===== config.mk =====
export PLATFORM = sky130hd
export DESIGN_NAME = keypad_scanner_flat
export DESIGN_NICKNAME = d
export VERILOG_FILES = /design/src/rtl/keypad_scanner_pkg.sv /design/src/rtl/keypad_scanner_if.sv /design/src/rtl/keypad_scanner_sync2.sv /design/src/rtl/keypad_scanner.sv /design/src/flat_wrapper.sv
export SDC_FILE = /design/constraint.sdc
export NUM_CORES = 1
export LEC_CHECK = 0
export ABC_CLOCK_PERIOD_IN_PS = 2200
export CAP_MARGIN = 20
export CORE_MARGIN = 2
export CORE_UTILIZATION = 53
export DETAILED_ROUTE_END_ITERATION = 10
export GPL_TIMING_DRIVEN = 0
export PLACE_DENSITY = 0.85
export SYNTH_ARGS = -nofsm -noshare
export SYNTH_HDL_FRONTEND = slang
export SYNTH_SLANG_ARGS = --single-unit

===== constraint.sdc =====
create_clock -name clk -period 2.2 [get_ports clk]
set_input_delay 0.44 -clock clk [delete_from_list [all_inputs] [get_ports clk]]
set_output_delay 0.44 -clock clk [all_outputs]
set_load 0.1 [all_outputs]

===== src/rtl/keypad_scanner_pkg.sv =====
// Shared types and helpers for the 4x4 keypad scanner.
// Latency: none (types, constants and pure functions only).
// Backpressure: none.
package keypad_pkg;

    typedef enum logic [1:0] {
        SCAN       = 2'd0,
        PRESS_DB   = 2'd1,
        HOLD       = 2'd2,
        RELEASE_DB = 2'd3
    } scan_state_t;

    // Column drive is one-cold; column 0 is driven first out of reset.
    localparam logic [3:0] COLS_RESET = 4'b1110;

    // Hex code of the key at (row, col) on the physical keypad legend.
    function automatic logic [3:0] keymap(input logic [1:0] row_idx, input logic [1:0] col_idx);
        logic [3:0] k;
        k = 4'h0;
        case ({row_idx, col_idx})
            4'h0: k = 4'h1;
            4'h1: k = 4'h2;
            4'h2: k = 4'h3;
            4'h3: k = 4'hA;
            4'h4: k = 4'h4;
            4'h5: k = 4'h5;
            4'h6: k = 4'h6;
            4'h7: k = 4'hB;
            4'h8: k = 4'h7;
            4'h9: k = 4'h8;
            4'hA: k = 4'h9;
            4'hB: k = 4'hC;
            4'hC: k = 4'hE;
            4'hD: k = 4'h0;
            4'hE: k = 4'hF;
            4'hF: k = 4'hD;
            default: k = 4'h0;
        endcase
        return k;
    endfunction

    // Index of the lowest-numbered zero bit (row or column that is active).
    function automatic logic [1:0] low_idx(input logic [3:0] v);
        logic [1:0] idx;
        idx = 2'd0;
        for (int i = 3; i >= 0; i--) begin
            if (!v[i]) idx = 2'(i);
        end
        return idx;
    endfunction

endpackage


===== src/rtl/keypad_scanner_if.sv =====
// Keypad pin and decoded-digit bundle between scanner, keypad and display.
// Latency: none (wires only).
// Backpressure: none; key_valid is a fire-and-forget pulse.
// master: scanner side (samples rows, drives cols and digits).
// slave : keypad/display side.
interface keypad_scanner_if;
    logic [3:0] rows;       // active-low row lines, asynchronous
    logic [3:0] cols;       // one-cold column drive
    logic [3:0] digit_new;  // most recent key code
    logic [3:0] digit_old;  // key code before digit_new
    logic       key_valid;  // one-cycle pulse on acceptance

    modport master (
        input  rows,
        output cols,
        output digit_new,
        output digit_old,
        output key_valid
    );

    modport slave (
        output rows,
        input  cols,
        input  digit_new,
        input  digit_old,
        input  key_valid
    );
endinterface


===== src/rtl/keypad_scanner_sync2.sv =====
// Two-flop synchronizer for asynchronous level inputs, resets to all-ones.
// Latency: 2 clk cycles from d to q.
// Backpressure: none.
// Ports: clk, reset (async active-low), d (async in), q (synchronized out).
module sync2 #(
    parameter int WIDTH = 4
) (
    input  logic             clk,
    input  logic             reset,
    input  logic [WIDTH-1:0] d,
    output logic [WIDTH-1:0] q
);

    logic [WIDTH-1:0] meta;

    always_ff @(posedge clk or negedge reset) begin
        if (!reset) begin
            meta <= '1;
            q    <= '1;
        end else begin
            meta <= d;
            q    <= meta;
        end
    end

endmodule


===== src/rtl/keypad_scanner.sv =====
// Scans a 4x4 active-low keypad, debounces presses/releases, keeps last two key codes.
// Latency: 2 clk sync + first detecting tick + DEBOUNCE_CNT ticks to key_valid.
// Backpressure: none; key_valid is a single-cycle pulse that cannot be stalled.
// Ports: clk, reset (async active-low), kp (master: rows in, cols/digits/key_valid out).
module keypad_scanner
    import keypad_pkg::*;
#(
    parameter int SCAN_DIV     = 24000,
    parameter int DEBOUNCE_CNT = 20
) (
    input  logic              clk,
    input  logic              reset,
    keypad_scanner_if.master  kp
);

    localparam int TW = (SCAN_DIV > 1) ? $clog2(SCAN_DIV) : 1;
    localparam int DW = $clog2(DEBOUNCE_CNT + 1);
    localparam logic [TW-1:0] TICK_LAST = TW'(SCAN_DIV - 1);
    localparam logic [DW-1:0] DB_LAST   = DW'(DEBOUNCE_CNT - 1);

    logic [3:0]    rs;
    logic [TW-1:0] tick_cnt;
    logic          tick;
    scan_state_t   state, state_nxt;
    logic [3:0]    cols_q;
    logic [1:0]    row_sel;
    logic [DW-1:0] db_cnt;
    logic [3:0]    digit_new_q, digit_old_q;
    logic          row_low;
    logic          any_low;
    logic          db_last;

    // Output-comb controls
    logic key_valid_c;
    logic col_adv;
    logic latch_key;
    logic db_clr;
    logic db_inc;

    sync2 #(.WIDTH(4)) u_sync (
        .clk   (clk),
        .reset (reset),
        .d     (kp.rows),
        .q     (rs)
    );

    // Free-running scan tick; never cleared by the FSM so tick spacing is exact.
    always_ff @(posedge clk or negedge reset) begin
        if (!reset) begin
            tick_cnt <= '0;
        end else if (tick) begin
            tick_cnt <= '0;
        end else begin
            tick_cnt <= tick_cnt + 1'b1;
        end
    end

    assign tick    = (tick_cnt == TICK_LAST);
    assign row_low = ~rs[row_sel];
    assign any_low = (rs != 4'hF);
    assign db_last = (db_cnt == DB_LAST);

    // State register
    always_ff @(posedge clk or negedge reset) begin
        if (!reset) begin
            state <= SCAN;
        end else begin
            state <= state_nxt;
        end
    end

    // Next-state logic; all transitions happen only on tick.
    always_comb begin
        state_nxt = state;
        if (tick) begin
            case (state)
                SCAN:       if (any_low) state_nxt = PRESS_DB;
                PRESS_DB: begin
                    if (!row_low)     state_nxt = SCAN;
                    else if (db_last) state_nxt = HOLD;
                end
                HOLD:       if (!row_low) state_nxt = RELEASE_DB;
                RELEASE_DB: begin
                    // A low sample here is bounce on release: back to HOLD, never a new key.
                    if (row_low)      state_nxt = HOLD;
                    else if (db_last) state_nxt = SCAN;
                end
                default:    state_nxt = SCAN;
            endcase
        end
    end

    // Output / datapath control logic
    always_comb begin
        key_valid_c = 1'b0;
        col_adv     = 1'b0;
        latch_key   = 1'b0;
        db_clr      = 1'b0;
        db_inc      = 1'b0;
        if (tick) begin
            case (state)
                SCAN: begin
                    latch_key = any_low;
                    db_clr    = any_low;
                    col_adv   = ~any_low;
                end
                PRESS_DB: begin
                    db_inc      = row_low;
                    key_valid_c = row_low & db_last;
                    col_adv     = ~row_low;
                end
                HOLD: begin
                    db_clr = ~row_low;
                end
                RELEASE_DB: begin
                    db_inc  = ~row_low;
                    col_adv = ~row_low & db_last;
                end
                default: ;
            endcase
        end
    end

    // Column drive, latched row, debounce count and digit history.
    always_ff @(posedge clk or negedge reset) begin
        if (!reset) begin
            cols_q      <= COLS_RESET;
            row_sel     <= 2'd0;
            db_cnt      <= '0;
            digit_new_q <= 4'h0;
            digit_old_q <= 4'h0;
        end else begin
            if (col_adv) begin
                cols_q <= {cols_q[2:0], cols_q[3]};
            end
            if (latch_key) begin
                row_sel <= low_idx(rs);
            end
            if (db_clr) begin
                db_cnt <= '0;
            end else if (db_inc) begin
                db_cnt <= db_cnt + 1'b1;
            end
            if (key_valid_c) begin
                digit_old_q <= digit_new_q;
                digit_new_q <= keymap(row_sel, low_idx(cols_q));
            end
        end
    end

    assign kp.cols      = cols_q;
    assign kp.digit_new = digit_new_q;
    assign kp.digit_old = digit_old_q;
    assign kp.key_valid = key_valid_c;

endmodule


===== src/flat_wrapper.sv =====
// flat-port wrapper written by rule: the top's interface ports become plain ports
module keypad_scanner_flat import keypad_pkg::*;
#(
    parameter int SCAN_DIV     = 24000,
    parameter int DEBOUNCE_CNT = 20
)
  (clk, reset, kp_rows, kp_cols, kp_digit_new, kp_digit_old, kp_key_valid);
  keypad_scanner_if kp_i ();
  input  logic clk;
  input  logic reset;
  input wire logic [$bits(kp_i.rows)-1:0] kp_rows;
  output wire logic [$bits(kp_i.cols)-1:0] kp_cols;
  output wire logic [$bits(kp_i.digit_new)-1:0] kp_digit_new;
  output wire logic [$bits(kp_i.digit_old)-1:0] kp_digit_old;
  output wire logic [$bits(kp_i.key_valid)-1:0] kp_key_valid;
  assign kp_i.rows = kp_rows;
  assign kp_cols = kp_i.cols;
  assign kp_digit_new = kp_i.digit_new;
  assign kp_digit_old = kp_i.digit_old;
  assign kp_key_valid = kp_i.key_valid;
  keypad_scanner #(.SCAN_DIV(SCAN_DIV), .DEBOUNCE_CNT(DEBOUNCE_CNT)) u_core (.clk(clk), .reset(reset), .kp(kp_i));
endmodule

Yosys cells after proc, flatten, opt, wreduce, memory -nomap -nowiden
Memory sizes are Yosys's and may differ from the RTL's. A register that Yosys moved wholly into a read port is not among the register bits.
Index checks and enable logic that the tools add are counted.
- flip-flop bits (word level): 40
- ROM bits: 64
- input bits: 6
- output and inout bits: 13
- word-level logic and storage cells: 61
- memories: 1
- memories (memory ; depth ; width ; rd ports ; clocked after memory_dff ; wr ports ; line ; RTL):
    (no name shown) ; 16 ; 4 ; 1 ; 1 ; 0 ; keypad_scanner_pkg.sv:20 ; case ({row_idx, col_idx})
- add/sub/neg operators: 2
- $lt $le $gt $ge: 1
- equal/unequal tests: 10
- multiplexer cells: 31
- bitwise gates (word level): 4
- reduce and logical (&&, ||, !) cells: 4
- operators by type and width (cell ; number):
    2-bit 2-to-1 mux ; 15
    15-bit by 1-bit adder with 15-bit output (second input constant) ; 1
    15-bit == test (second input constant) ; 1
    15-bit 2-to-1 mux ; 1
    5-bit 2-to-1 mux ; 2
    1-bit 2-to-1 mux ; 8
    2-bit case mux with 4 select lines ; 1
    5-bit by 1-bit adder with 5-bit output (second input constant) ; 1
    5-bit == test (second input constant) ; 1
    5-bit AND reduction ; 1
    2-bit == test (second input constant) ; 2
    2-bit by 1-bit inequality test with 1-bit output (second input constant) ; 2
    4-bit inequality test (second input constant) ; 1
    1-bit case mux with 2 select lines ; 2
    2-bit by 3-bit less-than comparator with 1-bit output (second input constant) ; 1
    3-bit by 1-bit inequality test with 1-bit output (second input constant) ; 1
    3-bit by 2-bit inequality test with 1-bit output (second input constant) ; 1
    1-bit case mux with 3 select lines ; 1
    1-bit AND ; 2
    1-bit binary-select mux with 2-bit select ; 1
    2-bit by 1-bit == test with 1-bit output (second input constant) ; 1
    2-bit zero test ; 1
    1-bit NOT ; 2
    2-bit nonzero test ; 1
    1-bit zero test ; 1

Longest topological paths before layout
- depth after elaboration: 7
- gate-level depth with buffers: 8
- gate-level depth less buffers: 8

Hierarchy
Synthesis repeated with hierarchy kept, for this count alone.
- cell total of the unflattened synthesis: 188
- area total of the unflattened synthesis: 2129.5 um^2
- modules (own cells, without submodules) (module ; instances ; cells each ; area an instance (um^2) ; seq. area each (um^2)):
    keypad_scanner ; 1 ; 180 ; 1919.3 ; 904.6
    sync2 ; 1 ; 8 ; 210.2 ; 210.2

Least setup slack after synthesis
No wires, ideal clock.
- path type: flip-flop to output port
- start: register u_core.tick_cnt[6]
- end: output kp_key_valid
- arrival time: 3.963 ns
- data required time: 1.760 ns
- path slack: -2.203 ns
- cell stages (with the launch flop): 5
- path buffers: 0
- cell sequence: dfrtp_1 > nor4b_2 > and2_2 > nand3_1 > nor4_1
- word-level cells in the longest chain between the ends: 2
- RTL lines (element ; line ; RTL):
    start, declared ; keypad_scanner.sv:22 ; logic [TW-1:0] tick_cnt;
    start signal, assigned ; keypad_scanner.sv:54 ; tick_cnt <= tick_cnt + 1'b1;
    15-bit == test ; keypad_scanner.sv:58 ; assign tick = (tick_cnt == TICK_LAST);
    1-bit 2-to-1 mux ; keypad_scanner.sv:100 ; if (tick) begin
    end, declared ; flat_wrapper.sv:15 ; output wire logic [$bits(kp_i.key_valid)-1:0] kp_key_valid;
No other way between the ends.

Worst setup path in the final report
- start: register u_core.row_sel[0]
- end: output kp_key_valid
- word-level cells in the longest chain between the ends: 6
- RTL lines (element ; line ; RTL):
    start, declared ; keypad_scanner.sv:26 ; logic [1:0] row_sel;
    start signal, assigned ; keypad_scanner.sv:137 ; row_sel <= low_idx(rs);
    1-bit binary-select mux with 2-bit select ; keypad_scanner.sv:59 ; assign row_low = ~rs[row_sel];
    1-bit 2-to-1 mux (not written as such) ; keypad_scanner.sv:59 ;
    1-bit NOT ; keypad_scanner.sv:59 ;
    1-bit AND ; keypad_scanner.sv:109 ; key_valid_c = row_low & db_last;
    1-bit 2-to-1 mux ; keypad_scanner.sv:101 ; case (state)
    1-bit 2-to-1 mux ; keypad_scanner.sv:100 ;
No other way between the ends. The select of a mux whose other input is x is not followed.

==> out/metrics.cfg <==
[outcome]
outcome = finished, violations left
failed_checks = setup timing

[critical_path]
reg2reg_setup_slack_ns = 0.11
worstSetupStartpointType = register
worst-path-buf-inv = 2
worst_path_most_repeated_cell = buf_6
critical-path-top-delay-family = multiplexers
r2r_start = u_core.row_sel[0]$_DFFE_PN0P_
slowest_stage = mux4_2
worst_r2r_path_depth = 6
critPathArrivalTime_ns = 1.92
critical_path.max_fanout = 2
crit_required_ns = 1.76
crit_type = register to primary output
crit_path_cell_trace = buf_6, mux4_2, nor4_4, buf_6
setup.worst_path.end_class = primary output
max_stage_delay_ns = 0.54
rr_endpoint = u_core.kp.digit_old[0]$_DFFE_PN0P_

[route]
vias_per_cell = 5.584
wire_per_inst_um = 14.77
detailroute.via_count = 1569
route.detailed.drc = 0
route.final.wire_length_mm = 4.151
route.antenna.remaining_nets = 0
dr.pass1.iters = 5
first_iter_violations = 44

[synthesis]
syn-instance-count = 197
synth_top_flop_cell = dfrtp_1
most_common_cell_in_the_netlist = dfrtp_1
synth_warnings = 0
synth_fp_nets = 210
synth.top_cell.area_share_pct = 37.06
synth_cell_type_count = 44
yosys_register_bits = 44
yosysTopAreaCell = dfrtp_1
synth_enable_flop_cells = 0
synth_area_leaders = dfrtp_1, dfstp_2, mux2_2, ha_1, mux2i_1
netlist_area_um2 = 2228
post_synth_most_frequent_cells = dfrtp_1, nor2_1, mux2_2, nand2_1, inv_1
postSynthAreaPerCell_um2 = 11.31
ys_async_sr_fraction_pct = 100.0
yosysSeqAreaShare_pct = 50.03

[global_routing]
global_route.usage.total_pct = 20.04
grt_antenna_before_repair = 0
grt_max_degree = 25
grt_overflow = 0
wire_length_of_the_first_global_routing_pass_mm = 6.858
grt_pass1_vias = 1543

[place]
post-dp-hpwl_mm = 2.882
placement.io_buffers = 18
place.gp.congestion = 0.7622
instance_area_at_placement_um2 = 2542

[power]
power_leakage_nw = 1.240
totalPowerFinal_mw = 1.501
powerDensity_nw_per_um2 = 553.5
power.ir.vdd_worst_mv = 0.4371

[cts]
root_buffer = clkbuf_8
cts_buffers = 5
clock_path_buffers = 2
tritoncts_clock_tree = done
clk_pin_slew_ns = 0.08
cts.sink_count = 44
cts.hold.buffers_added = 0
htree_levels = 2
clk-insertion-delay-late_ns = 0.30

[floorplan]
initial_utilization_pct = 55.31
die_y_um = 68.84
io_pins = 19
row_count = 23
design.core.area_um2 = 4029
die_area_um2 = 4739
dieWidth_um = 68.84

[sta]
worst_slack_ns = -0.1620
grt_setup_unrepaired = true
setup_viol = 1
finClkSkew_ns = 0.006426
fmax_ghz = 0.4234
fin_setup_tns_ns = -0.1620
final_max_slew_viol_count = 0
fin_crit_period_ns = 2.362
finalHoldWorstSlack_ns = 0.1012
fin_hold_viols = 0
worst-slew-pin-transition_ns = 0.9581
slew_headroom_pct = 36.38
final_min_period_over_clock_period_pct = 107.4

[cells_and_area]
final_area_um2 = 2713
antenna_cells = 0
syn2layout_area_growth_pct = 21.73
final_core_utilization_pct = 67.33
nNetsFinal = 243
drive_above_1_share_pct = 30.74

[hold_path]
hp-class = input pin to asynchronous set/reset pin

[flow_run]
max_cap_violations = 0

## state kept, by name, indices dropped and copies added, names as in the netlist, named ones only
| signal | flops |
|---|---|
| u_core.u_sync.q | 4 |
| u_core.kp.digit_new | 4 |
| u_core.state | 1 |
| u_core.kp.cols | 4 |
| u_core.row_sel | 2 |
| u_core.db_cnt | 5 |
| u_core.kp.digit_old | 4 |
| u_core.tick_cnt | 15 |
| u_core.u_sync.meta | 4 |
## worst reg2reg max path: stages, from the launching register on
cell     delay (ns)
dfrtp_1        0.35
buf_6          0.10
mux4_2         0.54
buf_4          0.21
nor4_4         0.24
buf_4          0.20
mux2_2         0.35
## layer usage
layer	GRT usage, %	share of wire, %
met1	24.71	43
met2	32.93	50
met3	3.571	3.3
met4	11.76	3.5
met5	0	0
## kinds of logic after synthesis
kind of cell             Yosys count  synth area share, %
multiplexers                      23                12.24
AND/OR/NAND/NOR                   66                16.96
flip-flops                        44                50.03
buffers and inverters             19                3.874
XOR/XNOR                          12                5.559
adder cells (fa/ha/maj)            7                3.930
AO/OA/AOI/OAI                     26                7.412
## area by class of cell
class	count	area [um^2]
buffer	7	41.29
timing repair buffer	26	249.0
clock inverter	3	46.29
sequential	44	1127
clock buffer	5	68.82
tap	50	62.56
inverter	12	45.04
fill	309	1316
multi-input combinational	134	1072
## placed cells by master (no fill, tap or decap), drive strengths merged, types with 8 or more instances in the layout
cell type / instances
buf: 15
inv: 13
nor2: 16
dfstp: 11
o21ai: 8
nand4: 9
dlygate4sd2: 9
mux2: 14
nand2: 13
nand3: 8
dfrtp: 33
## worst max path at each step
stage                                        from           end  slack, ns  cells after the start
floorplan           u_core.tick_cnt[13]$_DFF_PN0_  kp_key_valid      -0.38                      4
global placement     u_core.tick_cnt[0]$_DFF_PN0_  kp_key_valid      -0.84                      6
detailed placement   u_core.tick_cnt[0]$_DFF_PN0_  kp_key_valid      -0.87                      6
CTS                 u_core.row_sel[0]$_DFFE_PN0P_  kp_key_valid      -0.15                      4
global route        u_core.row_sel[0]$_DFFE_PN0P_  kp_key_valid      -0.20                      4
finish              u_core.row_sel[0]$_DFFE_PN0P_  kp_key_valid      -0.16                      4
## through the flow
stage	worst slack (ns)	cells
finish	-0.1620	281
global route	-0.1972	281
CTS	-0.1496	278
detailed placement	-0.8726	266
global placement	-0.8443	265
floorplan	-0.3755	197
## power breakdown
part / leakage (nW) / internal (mW) / switching [mW] / total [mW]
combinational: 0.622 / 0.0185 / 0.0243 / 0.0428
sequential: 0.563 / 0.821 / 0.00464 / 0.826
clock: 0.0548 / 0.342 / 0.290 / 0.632
## what timing repair did
| action | in CTS | in global routing |
|---|---|---|
| gates resized for setup | 27 | 1 |
| pin swaps | 2 | 1 |
| setup endpoints to repair | 21 | 2 |
| setup buffers | 4 | 3 |
(Power assumes the default switching activity.)
